File: src/rtl/hub_scan_pkg.sv
// Shared types and helpers for the HUB BCM row-scan controller.
package hub_scan_pkg;

  localparam int unsigned CH_W = 8;

  typedef enum logic [2:0] {
    StIdle,
    StFetch,
    StGamma,
    StShiftLo,
    StShiftHi,
    StLatch,
    StDisplay,
    StNext
  } scan_state_e;

  typedef struct packed {
    logic [CH_W-1:0] r;
    logic [CH_W-1:0] g;
    logic [CH_W-1:0] b;
  } rgb888_t;

  // floor(255 * (v/255)^2.2); only evaluated with constant arguments to fill the ROM.
  function automatic logic [CH_W-1:0] gamma22(input logic [CH_W-1:0] v);
    real norm;
    norm = real'(v) / 255.0;
    return CH_W'($rtoi((norm ** 2.2) * 255.0));
  endfunction

endpackage

File: src/rtl/hub_gamma_lut.sv
// Registered 256x8 gamma-2.2 ROM; one instance per colour channel per panel.
module hub_gamma_lut
  import hub_scan_pkg::*;
(
  input  logic            clk_i,
  input  logic [CH_W-1:0] addr,
  output logic [CH_W-1:0] data
);

  logic [CH_W-1:0] rom [256];

  for (genvar i = 0; i < 256; i++) begin : g_rom
    assign rom[i] = gamma22(CH_W'(i));
  end

  always_ff @(posedge clk_i) begin
    data <= rom[addr];
  end

endmodule

File: src/rtl/hub_bcm_scan.sv
// HUB LED matrix row-scan controller with binary-code modulation.
// Define HUB_SCAN_GAMMA_EN to route every channel through a registered gamma ROM.
module hub_bcm_scan
  import hub_scan_pkg::*;
#(
  parameter int unsigned PANEL_NUM = 4,
  parameter int unsigned ROWS      = 8,
  parameter int unsigned COLS      = 16,
  parameter int unsigned PWM_DEPTH = 8,
  parameter int unsigned CLK_DIV   = 2,
  parameter int unsigned BASE_CYC  = 4,
  parameter int unsigned BLANK_CYC = 2
) (
  input  logic                                   clk_i,
  input  logic                                   rst_i,
  input  logic                                   en_i,
  output logic                                   pix_rd_o,
  output logic [$clog2(ROWS)+$clog2(COLS)-1:0]   pix_addr_o,
  input  logic [PANEL_NUM*24-1:0]                pix_data_i,
  output logic [$clog2(ROWS)-1:0]                row_sel_o,
  output logic                                   sclk_o,
  output logic                                   latch_o,
  output logic                                   oe_n_o,
  output logic [PANEL_NUM-1:0]                   r_o,
  output logic [PANEL_NUM-1:0]                   g_o,
  output logic [PANEL_NUM-1:0]                   b_o,
  output logic                                   frame_end_o,
  output logic                                   busy_o
);

  localparam int unsigned ROW_W    = $clog2(ROWS);
  localparam int unsigned COL_W    = $clog2(COLS);
  localparam int unsigned PL_W     = (PWM_DEPTH > 1) ? $clog2(PWM_DEPTH) : 1;
  localparam int unsigned DISP_MAX = BASE_CYC << (PWM_DEPTH - 1);
  localparam int unsigned DISP_W   = $clog2(DISP_MAX) + 1;
  localparam int unsigned DIV_W    = $clog2(CLK_DIV) + 1;
  localparam int unsigned BLK_W    = $clog2(BLANK_CYC) + 1;
  localparam int unsigned CNT_W    = (DISP_W > DIV_W) ? ((DISP_W > BLK_W) ? DISP_W : BLK_W)
                                                      : ((DIV_W > BLK_W) ? DIV_W : BLK_W);
`ifdef HUB_SCAN_GAMMA_EN
  localparam bit GAMMA_EN = 1'b1;
`else
  localparam bit GAMMA_EN = 1'b0;
`endif

  scan_state_e state_q, state_d;
  logic [ROW_W-1:0] row_q, row_d;
  logic [COL_W-1:0] col_q, col_d;
  logic [PL_W-1:0]  plane_q, plane_d;
  logic [CNT_W-1:0] cnt_q, cnt_d;
  logic             frame_end_q, frame_end_d;
  logic             pix_rd_q, sclk_q, latch_q, oe_n_q, busy_q;
  logic [PANEL_NUM-1:0] r_q, r_d, g_q, g_d, b_q, b_d;

  rgb888_t         pix   [PANEL_NUM];
  logic [CH_W-1:0] src_r [PANEL_NUM];
  logic [CH_W-1:0] src_g [PANEL_NUM];
  logic [CH_W-1:0] src_b [PANEL_NUM];

  for (genvar p = 0; p < PANEL_NUM; p++) begin : g_panel
    assign pix[p] = rgb888_t'(pix_data_i[24*p +: 24]);
`ifdef HUB_SCAN_GAMMA_EN
    hub_gamma_lut u_gamma_r (.clk_i(clk_i), .addr(pix[p].r), .data(src_r[p]));
    hub_gamma_lut u_gamma_g (.clk_i(clk_i), .addr(pix[p].g), .data(src_g[p]));
    hub_gamma_lut u_gamma_b (.clk_i(clk_i), .addr(pix[p].b), .data(src_b[p]));
`else
    assign src_r[p] = pix[p].r;
    assign src_g[p] = pix[p].g;
    assign src_b[p] = pix[p].b;
`endif
  end

  // Planes are LSB first, taken from the top PWM_DEPTH bits of each channel.
  logic [2:0] bit_idx;
  logic       load_rgb;
  assign bit_idx  = 3'(CH_W - PWM_DEPTH) + 3'(plane_q);
  assign load_rgb = (state_q == StShiftLo) && (cnt_q == CNT_W'(CLK_DIV - 1));

  always_comb begin
    r_d = r_q;
    g_d = g_q;
    b_d = b_q;
    if (load_rgb) begin
      for (int p = 0; p < int'(PANEL_NUM); p++) begin
        r_d[p] = src_r[p][bit_idx];
        g_d[p] = src_g[p][bit_idx];
        b_d[p] = src_b[p][bit_idx];
      end
    end
  end

  always_comb begin
    state_d     = state_q;
    row_d       = row_q;
    col_d       = col_q;
    plane_d     = plane_q;
    cnt_d       = cnt_q;
    frame_end_d = 1'b0;
    case (state_q)
      StIdle: begin
        if (en_i) state_d = StFetch;
      end
      StFetch: begin
        state_d = GAMMA_EN ? StGamma : StShiftLo;
        cnt_d   = CNT_W'(CLK_DIV - 1);
      end
      StGamma: begin
        state_d = StShiftLo;
        cnt_d   = CNT_W'(CLK_DIV - 1);
      end
      StShiftLo: begin
        if (cnt_q == '0) begin
          state_d = StShiftHi;
          cnt_d   = CNT_W'(CLK_DIV - 1);
        end else begin
          cnt_d = cnt_q - CNT_W'(1);
        end
      end
      StShiftHi: begin
        if (cnt_q == '0) begin
          if (col_q == COL_W'(COLS - 1)) begin
            state_d = StLatch;
          end else begin
            col_d   = col_q + COL_W'(1);
            state_d = StFetch;
          end
        end else begin
          cnt_d = cnt_q - CNT_W'(1);
        end
      end
      StLatch: begin
        col_d   = '0;
        state_d = StDisplay;
        cnt_d   = (CNT_W'(BASE_CYC) << plane_q) - CNT_W'(1);
      end
      StDisplay: begin
        if (cnt_q == '0) begin
          if (plane_q != PL_W'(PWM_DEPTH - 1)) begin
            plane_d = plane_q + PL_W'(1);
            state_d = StFetch;
          end else begin
            plane_d     = '0;
            state_d     = StNext;
            cnt_d       = CNT_W'(BLANK_CYC - 1);
            row_d       = (row_q == ROW_W'(ROWS - 1)) ? '0 : row_q + ROW_W'(1);
            frame_end_d = (row_q == ROW_W'(ROWS - 1));
          end
        end else begin
          cnt_d = cnt_q - CNT_W'(1);
        end
      end
      StNext: begin
        // en_i is only honoured here so a row always completes all its planes.
        if (cnt_q == '0) begin
          state_d = en_i ? StFetch : StIdle;
        end else begin
          cnt_d = cnt_q - CNT_W'(1);
        end
      end
      default: state_d = StIdle;
    endcase
  end

  always_ff @(posedge clk_i or negedge rst_i) begin
    if (!rst_i) begin
      state_q     <= StIdle;
      row_q       <= '0;
      col_q       <= '0;
      plane_q     <= '0;
      cnt_q       <= '0;
      frame_end_q <= 1'b0;
      pix_rd_q    <= 1'b0;
      sclk_q      <= 1'b0;
      latch_q     <= 1'b0;
      oe_n_q      <= 1'b1;
      busy_q      <= 1'b0;
      r_q         <= '0;
      g_q         <= '0;
      b_q         <= '0;
    end else begin
      state_q     <= state_d;
      row_q       <= row_d;
      col_q       <= col_d;
      plane_q     <= plane_d;
      cnt_q       <= cnt_d;
      frame_end_q <= frame_end_d;
      // Pin strobes are registered from the next state to keep them glitch-free.
      pix_rd_q    <= (state_d == StFetch);
      sclk_q      <= (state_d == StShiftHi);
      latch_q     <= (state_d == StLatch);
      oe_n_q      <= (state_d != StDisplay);
      busy_q      <= (state_d != StIdle);
      r_q         <= r_d;
      g_q         <= g_d;
      b_q         <= b_d;
    end
  end

  assign pix_rd_o    = pix_rd_q;
  assign pix_addr_o  = {row_q, col_q};
  assign row_sel_o   = row_q;
  assign sclk_o      = sclk_q;
  assign latch_o     = latch_q;
  assign oe_n_o      = oe_n_q;
  assign r_o         = r_q;
  assign g_o         = g_q;
  assign b_o         = b_q;
  assign frame_end_o = frame_end_q;
  assign busy_o      = busy_q;

endmodule

File: config.mk
export PLATFORM = sky130hd
export DESIGN_NAME = hub_bcm_scan
export DESIGN_NICKNAME = d
export VERILOG_FILES = /design/src/rtl/hub_scan_pkg.sv /design/src/rtl/hub_gamma_lut.sv /design/src/rtl/hub_bcm_scan.sv
export SDC_FILE = /design/constraint.sdc
export NUM_CORES = 1
export LEC_CHECK = 0
export CAP_MARGIN = 10
export CORE_ASPECT_RATIO = 0.75
export CORE_MARGIN = 2
export CORE_UTILIZATION = 35
export DETAILED_ROUTE_END_ITERATION = 12
export GPL_ROUTABILITY_DRIVEN = 0
export PLACE_DENSITY = 0.78
export SLEW_MARGIN = 15
export SYNTH_ARGS = -nofsm -noshare
export SYNTH_HDL_FRONTEND = slang
export SYNTH_SLANG_ARGS = --single-unit
File: constraint.sdc
create_clock -name clk_i -period 3.3 [get_ports clk_i]
set_clock_uncertainty 0.15 [all_clocks]
set_input_delay 0.66 -clock clk_i [delete_from_list [all_inputs] [get_ports clk_i]]
set_output_delay 0.66 -clock clk_i [all_outputs]
set_load 0.005 [all_outputs]
Word-level counts from Yosys, hierarchy flattened
Index checks and enable logic that the tools add are counted.
W data, S select, Z words.
{"block": "word_totals", "regBits": 41, "latch_bits": 0, "mem_bits_rw": 0, "mem_bits_ro": 0, "inputBits": 99, "output_inout_bits": 28, "word_cells": 99, "n_memories": 0}
{"block": "classes", "add_sub_neg": 5, "multipliers": 0, "n_div": 0, "n_lt_le_gt_ge": 1, "eq_ne": 19, "shifts": 1, "muxes": 46, "bitwise": 1, "reduce_logical": 12}
{"op": "$pmux W10 S5", "n": 1}
{"op": "$mux W10", "n": 4}
{"op": "$bmux W1 S3", "n": 12}
{"op": "$mux W3", "n": 9}
{"op": "$eq A3 B3 Y1 const B", "n": 7}
{"op": "$pmux W3 S7", "n": 1}
{"op": "$sub A10 B1 Y10 const B", "n": 2}
{"op": "$mux W1", "n": 16}
{"op": "$eq A10 B1 Y1 const B", "n": 1}
{"op": "$logic_not A10 Y1", "n": 1}
{"op": "$shl A3 B3 Y10 const A", "n": 1}
{"op": "$ne A3 B3 Y1 const B", "n": 3}
{"op": "$reduce_and A3 Y1", "n": 3}
{"op": "$mux W4", "n": 2}
{"op": "$pmux W4 S2", "n": 1}
{"op": "$add A3 B1 Y3 const B", "n": 2}
{"op": "$eq A3 B1 Y1 const B", "n": 2}
{"op": "$eq A3 B2 Y1 const B", "n": 2}
{"op": "$ne A2 B2 Y1 const B", "n": 3}
{"op": "$reduce_bool A5 Y1", "n": 1}
{"op": "$add A4 B1 Y4 const B", "n": 1}
{"op": "$eq A4 B4 Y1 const B", "n": 1}
{"op": "$lt A3 B4 Y1 const B", "n": 1}
{"op": "$reduce_or A2 Y1", "n": 2}
{"op": "6 further kinds", "n": 6}

Depth between registers and ports, before layout
{"block": "logic_depth", "depth_word": 5, "depth_mapped": 11, "ltp_nobuf": 9}

Worst setup path after synthesis
OpenSTA, ideal clock, no wires.
{"block": "synth_path", "path_type": "reg-to-reg", "startpoint": "register plane_q[1]", "endpoint": "register cnt_q[8]", "setup_ns": 0.132, "arrival_ns": 2.279, "setup_slack_ns": 0.739, "stages_incl_launch_ff": 12, "period_less_slack_ns": 2.561, "cell_sequence": "dfrtp_1 -> clkbuf_1 -> clkbuf_1 -> inv_1 -> ha_1 -> nand2_1 -> ha_1 -> nand2b_1 -> o311ai_0 -> o31ai_1 -> a22oi_1 -> o21ai_1"}
{"block": "synth_between", "elab_chain_cells": 3, "word_cells_on_any_way": 6}
{"item": "from (decl)", "line_no": "hub_bcm_scan.sv:49", "source": "logic [PL_W-1:0] plane_q, plane_d;"}
{"item": "from (signal assigned)", "line_no": "hub_bcm_scan.sv:184", "source": "plane_q <= plane_d;"}
{"item": "$shl A3 B3 Y10 or $ne A3 B3 Y1 (tied branches)", "line_no": "hub_bcm_scan.sv:134, hub_bcm_scan.sv:138"}
{"item": "$sub A10 B1 Y10 or $ne A3 B3 Y1 (tied branches)"}
{"item": "$pmux W10 S5 or $reduce_and A3 Y1 (tied branches)"}
{"item": "to (signal assigned)", "line_no": "hub_bcm_scan.sv:185", "source": "cnt_q <= cnt_d;"}
{"item": "to (decl)", "line_no": "hub_bcm_scan.sv:50", "source": "logic [CNT_W-1:0] cnt_q, cnt_d;"}
Several ways; a longest one is shown, not always the timed one.
A chain may end at the register's enable or synchronous reset.

Worst setup path after layout
Same ends and word-level chain as after synthesis.

==> metrics.txt <==
antenna violations before repair=0; Root Driver=clkbuf_16; first-pass GRT wire length=15000 um; die width=113 um; number of global-route vias before repair=2802; Yosys reg bits=41; Fin. Hold Viols=0; dominant cell type by area after synthesis=dfrtp_1; Die Y=85.4 um; Inst Count DP=525; remaining global-route overflow=0; CP Cell Sequence=inv_1 > ha_1 > nand2_1 > ha_1 > nand2b_1 > o311ai_0 > o31ai_1 > a22oi_1 > o21ai_1; I/O Buffers=126; CTS Hold Bufs=0; Worst Hold Slack=0.338 ns; Non-Filler Instances=533; fin nets=536; P&R area growth vs syn=47.0%; worst min path class=reg2reg; final setup violating endpoints=0; max-cap violation count=0; setup TNS=0 ns; Initial Utilization=36.3%; Post-CTS Setup Inserts=0; WL/cell=18.8 um; Ports=127; row cnt=29; maximum clock path buffer count=2; area of the multi-input gates=1920 sq um; # diodes=0; Vias=2929; Synth top cells by count=dfrtp_1, nand2_1, o21ai_1, mux4_2, nor2_1; post-CTS sizing=0; fill cell count=732; worst path required time=3.31 ns; GRT Total Usage=19.9%; top post-synthesis cells by area=dfrtp_1, mux4_2, ha_1; synth warn=0; sequential share of the synthesized area=33.2%; Clk pin slew, worst setup/hold paths=0.06 ns; CP arrival=2.57 ns; clk sinks=41; Startpoint Class=register; number of flops mapped to enable cells by yosys=0; Synth cell types=56; Worst path max stage delay=0.64 ns; routed vias/inst=5.50; share of layout cells above drive strength 1=10.8%; Max FO, Critical Path=13; Setup crit end kind=register; Leak=1.89 nW; drt pass-1 iters=5; Pwr Total=3.03 mW; RSZ-0062 raised after global routing=false; maximum VDD drop=0.371 mV; CP Buf/Inv Count=1; CTS tree=built; status=finished, final reports clean; cell family with most CP delay=compound AO/OA/AOI/OAI gates; Synthesized Nets=422; synthesized area=3090 sq um; DP HPWL=7950 um; Post-synth ARST share=100%; cell mode on critical path=ha_1; Core Util, Final=53.3%; clk_lat worst skew=0.28 ns; CTS Buf Count=5; Slew Limit Headroom=38.0%; die area=9610 sq um; most used flip-flop cell after synthesis=dfrtp_1; FF/Latch Area=1030 sq um; largest net degree at the start of global routing=42; most numerous cell in the Yosys netlist=dfrtp_1; Critical-path top delay cell=dfrtp_1; core region area=8530 sq um; DRC=0; Mapped Cells=310; H-tree depth=2; power per cell area=667 nW/um^2; Crit Path Class=reg2reg; slew at the pin closest to its max-slew limit=0.930 ns; Tmin final=2.57 ns; share of the synthesized area in the top cell type=32.4%; FMAX=390 MHz; Tcrit/Tclk final=77.8%; Routed Antenna Nets=0; Routed WL=10000 um; Slew Viols, Final=0; syn_area_per_cell=9.98 sq um; initial drt markers=277
[report_power, final]
| part | switching [mW] | leakage, nW | internal [mW] | total (mW) |
|---|---|---|---|---|
| Sequential | 0.244 | 0.511 | 0.677 | 0.921 |
| Clock | 0.196 | 0.0706 | 0.278 | 0.474 |
| Combinational | 0.793 | 1.31 | 0.843 | 1.64 |
[cells by family (layout without fill, tap and decap cells)]
group	count (synthesis)	after routing	share of synthesized area, %
AOI/OAI and AO/OA	77	77	15.8
xor gates and xnor gates	5	5	1.42
adders and majority gates	13	13	5.26
buffers and inverters	33	148	4.57
DFF	41	41	33.2
muxes	39	39	22.4
and+or+nand+nor	102	102	17.4
[registers in the layout, summed over array words and instances (netlist names)]
| name | cells |
|---|---|
| state_q | 3 |
| plane_q | 3 |
| col_q | 4 |
| r_o | 4 |
| oe_n_o | 1 |
| frame_end_o | 1 |
| g_o | 4 |
| latch_o | 1 |
| pix_rd_o | 1 |
| b_o | 4 |
| busy_o | 1 |
| sclk_o | 1 |
| cnt_q | 10 |
| row_sel_o | 3 |
[layer usage]
metal	track usage, %	share of wire [%]	vias to the layer above
met5	0	0	-
met4	3.77	1.3	0
met1	29.7	46	1439
li1	-	-	1386
met2	30.9	48	88
met3	3.14	4.7	16
[final cells by class]
type | instances | area share, %
Multi-Input combinational cell | 236 | 42.3
Inverter | 11 | 0.908
Clock buffer | 6 | 2.84
Tap cell | 108 | 2.97
Sequential cell | 41 | 22.6
Clock inverter | 2 | 0.220
Timing Repair Buffer | 129 | 28.1
[path summary, 6_finish.rpt]
kind | slack (ns) | from | depth (start not counted) | end
setup reg to reg | 0.73 | plane_q[1] | 9 | cnt_q[8]
hold / removal | 0.34 | r_o[0] | 2 | r_o[0]
hold reg to reg | 0.34 | r_o[0] | 2 | r_o[0]
setup / recovery | 0.73 | plane_q[1] | 9 | cnt_q[8]
max in group asynchronous | 2.06 | rst_i | 1 | cnt_q[5]
min in group asynchronous | 0.37 | rst_i | 1 | row_sel_o[2]
[cell usage in the layout (no fill, tap or decap), types with 4 or more instances in the layout]
cell type        count
o21ai_1             27
nand2b_1             6
nand4_1              4
mux4_2              24
clkbuf_16            5
dfrtp_1             40
nor3_1               7
and3_1               6
ha_1                13
nand2_1             35
clkdlybuf4s50_1    125
inv_1                9
mux2i_1             13
nand3_1              5
nor2_1              20
a21oi_1             18
o21ai_0              4
[tightest hold or removal path, cell delays in order (launching register included)]
cell and delay, ns:
dfrtp_1 0.34, nand2_1 0.05, o21ai_1 0.06
[stage by stage]
| stage | worst slack, ns | cell area [sq um] |
|---|---|---|
| after global placement | 0.913 | 4410 |
| after detailed placement | 0.747 | 4410 |
| final | 0.734 | 4550 |
| after global routing | 0.593 | 4550 |
| after CTS | 0.731 | 4550 |
| after floorplan | 0.739 | 3090 |
No activity file was read; power rests on OpenSTA's default activity.
==> edit 1 (same flow settings) <==
`ROWS`: 8 -> 4.
--- a/src/rtl/hub_bcm_scan.sv
+++ b/src/rtl/hub_bcm_scan.sv
@@ -4,7 +4,7 @@
   import hub_scan_pkg::*;
 #(
   parameter int unsigned PANEL_NUM = 4,
-  parameter int unsigned ROWS      = 8,
+  parameter int unsigned ROWS      = 4,
   parameter int unsigned COLS      = 16,
   parameter int unsigned PWM_DEPTH = 8,
   parameter int unsigned CLK_DIV   = 2,
Interface: changed (resized pix_addr_o and row_sel_o); port bits go from 127 to 125. The function was not compared with the original's and may differ.
==> edit 1 against the original RTL <==
Setup slack better by 0.13 ns; sequential cell count is 1 lower; count of clock-buffer cells in the layout stayed put; power is 1.5% lower; first-iteration DRC count is 38% lower; utilization is 0.26 points lower; final area is 0.91% lower; wire length is 20% lower; synthesized cell count is 4.8% lower; area after synthesis is 0.57% lower; critical endpoint is now cnt_q[7]; sequential share of layout area is 0.35 points lower.
==> edit 1: results (changes against the original RTL) <==
| Metric | Value |
|---|---|
| Status | complete, no violations (unchanged) |
| Min-Delay Endpoint | b_o[0] (was r_o[0]) |
| Setup Fix Bufs, Post-CTS | 0 (unchanged) |
| Clock tree cell share of total cell area | 3.64% (was 3.06%) |
| Async S/R FF share, synth | 100% (unchanged) |
| Non-clock buffer count in the final layout | 127 (was 129) |
| Share of post-route cells with drive strength above 1 | 13.4% (was 10.8%) |
| Synth top cells by count | dfrtp_1 (39), nand2_1 (33), mux4_2 (24) (was dfrtp_1 (40), nand2_1 (35), o21ai_1 (27)) |
| Non-clock buffer area fraction after layout | 27.9% (was 28.1%) |
| Reg area | 1000 um2 (was 1030 um2) |
| Synthesized flop and latch total | 40 (was 41) |
| Sequential share of power | 28.9% (was 30.4%) |
| Fraction of the cycle the final worst path needs | 73.9% (was 77.8%) |
| Number of design-rule violations left by the first detailed-router iteration | 173 (was 277) |
| Synth cell types | 65 (was 56) |
| N_diodes | 0 (unchanged) |
| Depth of the most critical reg-to-reg path | 5 (was 9) |
| Final Net Count | 520 (was 536) |
| Clock network fraction of total power | 18.4% (was 15.6%) |
| Placed instance area | 4340 um2 (was 4410 um2) |
| Net count of the mapped netlist | 406 (was 422) |
| Combined area of the multi-input logic cells | 1900 um2 (was 1920 um2) |
| Clock buffers created by TritonCTS | 5 (unchanged) |
| Standard cell with the maximum stage delay on the critical path | a211oi_2 (was dfrtp_1) |
| Critical register-to-register path startpoint | cnt_q[4] (was plane_q[1]) |
| Port buffer count | 124 (was 126) |
| Hold_sp | b_o[0] (was r_o[0]) |
| Share of the yosys chip area belonging to registers | 32.6% (was 33.2%) |
| Multi-In Gates | 224 (was 236) |
| Dpl hpwl | 6510 um (was 7950 um) |
| Post-placement worst setup slack | 0.910 ns (was 0.747 ns) |
| Maximum number of pins on one net before global-route repair | 41 (was 42) |
| Dominant cells by area after synthesis | dfrtp_1 (32%), mux4_2 (18%), ha_1 (4.9%) (was dfrtp_1 (32%), mux4_2 (17%), ha_1 (5.3%)) |
| CP Capture Point | cnt_q[7] (was cnt_q[8]) |
| Worst Path Max Fanout | 15 (was 13) |
| Relative max-transition margin | 40.4% (was 38.0%) |
| Worst-case register-to-register setup slack | 0.86 ns (was 0.73 ns) |
| Total number of vias | 2728 (was 2929) |
| Global-route wire length before repair | 13300 um (was 15000 um) |
| Sequential share of cell area | 22.2% (was 22.6%) |
| Number of filler cells placed in the layout | 755 (was 732) |
| Global routing usage summed across all routing layers | 17.4% (was 19.9%) |
==> edit 1: stage by stage <==
stage | total power, W | std cells | util (%) | hold slack [ns]
2_1_floorplan | 0.00194 | 295 | - | 0.214
3_3_place_gp | 0.00242 | 510 | 51.1 | 0.313
3_5_place_dp | 0.00244 | 510 | 51.1 | 0.319
4_1_cts | 0.00301 | 518 | 53.1 | 0.331
5_1_grt | 0.00322 | 518 | 53.1 | 0.368
6_report | 0.00298 | 518 | 53.1 | 0.322
==> edit 1: kinds of logic (layout without fill, tap and decap cells) <==
group           after synthesis  after routing  synth area share, %
simple gates                 94             94                 16.6
fa+ha+maj                    12             12                 4.88
compound gates               70             70                 15.3
mux                          39             39                 22.6
buf+inv                      31            146                 5.53
flops                        40             40                 32.6
xor+xnor                      9              9                 2.56
==> edit 1: metal layers <==
metal	routed length [um]	part of all wire, %	up-vias	track usage (%)
li1	-	-	1332	-
met1	3260	41	1264	21.6
met2	3900	49	123	29.6
met3	745	9.3	9	5.43
met4	129	1.6	0	4.88
met5	0	0	-	0
==> edit 2 (same settings) <==
Without the edit above. The output `pix_rd_o` loses its register stage (`pix_rd_q` becomes a continuous assignment).
--- a/src/rtl/hub_bcm_scan.sv
+++ b/src/rtl/hub_bcm_scan.sv
@@ -169,7 +169,6 @@
       plane_q     <= '0;
       cnt_q       <= '0;
       frame_end_q <= 1'b0;
-      pix_rd_q    <= 1'b0;
       sclk_q      <= 1'b0;
       latch_q     <= 1'b0;
       oe_n_q      <= 1'b1;
@@ -185,7 +184,6 @@
       cnt_q       <= cnt_d;
       frame_end_q <= frame_end_d;
       // Pin strobes are registered from the next state to keep them glitch-free.
-      pix_rd_q    <= (state_d == StFetch);
       sclk_q      <= (state_d == StShiftHi);
       latch_q     <= (state_d == StLatch);
       oe_n_q      <= (state_d != StDisplay);
@@ -195,6 +193,8 @@
       b_q         <= b_d;
     end
   end
+
+  assign pix_rd_q = (state_d == StFetch);
 
   assign pix_rd_o    = pix_rd_q;
   assign pix_addr_o  = {row_q, col_q};
Behaviour: not the same (a bounded check fails within 4 cycles, from zero or initial values and one cycle with rst_i low).
==> edit 2 against the original RTL <==
Non-clock buffer count rose by 6; critical endpoint is now pix_rd_o; power shrank 9.5%; final area increased by 1.5%; first-iteration DRC count down 36%; wire length is 14% lower; sequential cell count decreased by 1; largest power group unchanged; largest cell class unchanged; area after synthesis about the same; critical path depth shrank 3; setup slack got worse by 0.59 ns.
==> edit 2: results (changes against the original RTL) <==
| Metric | Value |
|---|---|
| Total number of vias | 2914 (was 2929) |
| Status | complete, no violations (unchanged) |
| Fraction of the mapped netlist area in compound gates | 15.6% (was 15.8%) |
| N_diodes | 0 (unchanged) |
| Worst stage delay on the critical path | 0.55 ns (was 0.64 ns) |
| Port buffer count | 126 (unchanged) |
| Global routing usage summed across all routing layers | 18.5% (was 19.9%) |
| Net load switching power | 0.00103 W (was 0.00123 W) |
| Largest register FFs | 10 (unchanged) |
| Clock root buffer | clkbuf_16 (unchanged) |
| Drt first pass iters | 4 (was 5) |
| CTS-repair resized insts | 0 (unchanged) |
| Endpoint arrival time on the critical path | 2.35 ns (was 2.57 ns) |
| Synth cell types | 61 (was 56) |
| Synth top cells by count | dfrtp_1 (39), nand2_1 (33), o21ai_0 (27) (was dfrtp_1 (40), nand2_1 (35), o21ai_1 (27)) |
| Worst voltage drop across the vdd grid | 0.332 mV (was 0.371 mV) |
| Number of design-rule violations left by the first detailed-router iteration | 176 (was 277) |
| Placed instance area | 4440 um2 (was 4410 um2) |
| Dpl hpwl | 6910 um (was 7950 um) |
| Gate family responsible for the most delay along the worst path | buffers and inverters (was compound AO/OA/AOI/OAI gates) |
| Register clock-pin slew on the reported worst setup and hold paths | 0.06 ns (about the same) |
| Register containing the most flip-flops in the final layout | cnt_q (unchanged) |
| Dominant cells by area after synthesis | dfrtp_1 (32%), mux4_2 (17%), ha_1 (5.3%) (unchanged) |
| Global-route wire length before repair | 14200 um (was 15000 um) |
| Clock H-tree levels | 2 (unchanged) |
| Final Net Count | 537 (was 536) |
| Wirelength per Cell | 16.1 um (was 18.8 um) |
| Type of the worst min-delay path | flip-flop to flip-flop (unchanged) |
| Initial antenna violation count | 0 (unchanged) |
| Xor-xnor portion of the synthesized cell area | 1.42% (about the same) |
| Synthesized-area fraction occupied by adder cells | 5.26% (about the same) |
| Clock buffer depth | 2 (unchanged) |
| Worst slew pin tran | 0.902 ns (was 0.930 ns) |
| Clock buffers created by TritonCTS | 5 (unchanged) |
| Number of warnings reported in the yosys synthesis log | 0 (unchanged) |
| DRC errors left | 0 (unchanged) |
| Skew-Pair Late Insertion Delay | around 0.29 ns |
| Async S/R FF share, synth | 100% (unchanged) |
| Worst Path Max Fanout | 5 (was 13) |
| Number of global-route vias before repair | 2969 (was 2802) |
| Most used DFF post-synth | dfrtp_1 (unchanged) |
| Share of the yosys chip area belonging to registers | 32.4% (was 33.2%) |
| Share of post-route cells with drive strength above 1 | 14.3% (was 10.8%) |
| Setup Fix Bufs, Post-CTS | 0 (unchanged) |
| Portion of netlist area occupied by mux cells | 23.1% (was 22.4%) |
| Maximum number of pins on one net before global-route repair | 41 (was 42) |
| Standard cell with the maximum stage delay on the critical path | clkdlybuf4s50_1 (was dfrtp_1) |
| Number of filler cells placed in the layout | 751 (was 732) |
| Pleak | 1.94 nW (was 1.89 nW) |
| Net count of the mapped netlist | 417 (was 422) |
| Final hold viol count | 0 (unchanged) |
## edit 2: cell count changes after synthesis, sizes merged, moves of 2 or more
| cell | before | now |
|---|---|---|
| nor2 | 20 | 16 |
| a21oi | 18 | 16 |
| a31oi | 1 | 3 |
| o22ai | 1 | 3 |
| buf | 10 | 12 |
| nand3 | 6 | 8 |
| mux2i | 13 | 15 |
| clkbuf | 12 | 10 |
| nand2 | 35 | 33 |
## edit 2: routing by layer
layer	wire [um]	part of all wire, %	vias to the layer above	GRT usage, %
met3	735	8.6	14	5.36
met4	149	1.7	0	6.54
met2	4280	50	135	31.7
met1	3410	40	1382	22.4
li1	-	-	1383	-
met5	0	0	-	0
## edit 2: kinds of logic after synthesis
logic type / count (synthesis)
DFF: 40
AOI/OAI and AO/OA: 76
buffers and inverters: 32
muxes: 41
xor gates and xnor gates: 5
adders and majority gates: 13
and+or+nand+nor: 98
## edit 2: worst paths after layout
path	slack [ns]	endpoint	cells after the start	startpoint
max	0.14	pix_rd_o	6	en_i
min	0.33	b_o[0]	2	b_o[0]
max reg2reg	0.59	cnt_q[8]	10	plane_q[0]
min reg2reg	0.33	b_o[0]	2	b_o[0]
max in group asynchronous	2.03	plane_q[0]	1	rst_i
min in group asynchronous	0.35	latch_o	1	rst_i
## edit 2: area by class of cell
cell class              count  area (um2)  share of cell area [%]
clock buffers               6         139                    3.01
clock inverters             2        15.0                   0.325
inverters                  10        37.5                   0.813
multi-input cells         233        1960                    42.5
flip-flops and latches     40        1000                    21.7
well taps                 108         135                    2.93
repair buffers            135        1320                    28.7
## edit 2: stage by stage
step	util (%)	setup slack [ns]	instances	hold slack [ns]	total power (W)
3_3_place_gp	52.1	0.135	526	0.312	0.00219
5_1_grt	54.1	0.0107	534	0.353	0.00296
2_1_floorplan	-	0.733	305	0.214	0.00169
3_5_place_dp	52.1	0.117	526	0.320	0.00224
6_report	54.1	0.141	534	0.328	0.00274
4_1_cts	53.9	0.0672	534	0.333	0.00276
## edit 2: worst register-to-register path: stages (launching register included)
cell and delay, ns:
dfrtp_2 0.36, buf_4 0.40, inv_1 0.16, ha_1 0.31
nand2_1 0.12, ha_1 0.20, nand2b_1 0.13, o311ai_0 0.32
o31ai_1 0.18, a22oi_1 0.16, o21ai_0 0.10
## edit 2: power groups by stage
| stage | Sequential (W) | Clock (W) | Combinational [W] |
|---|---|---|---|
| 3_5_place_dp | 0.000839 | 0 | 0.00140 |
| 3_3_place_gp | 0.000830 | 0 | 0.00136 |
| 6_report | 0.000833 | 0.000506 | 0.00140 |
| 2_1_floorplan | 0.000790 | 0 | 0.000899 |
| 4_1_cts | 0.000833 | 0.000516 | 0.00141 |
| 5_1_grt | 0.000859 | 0.000544 | 0.00156 |
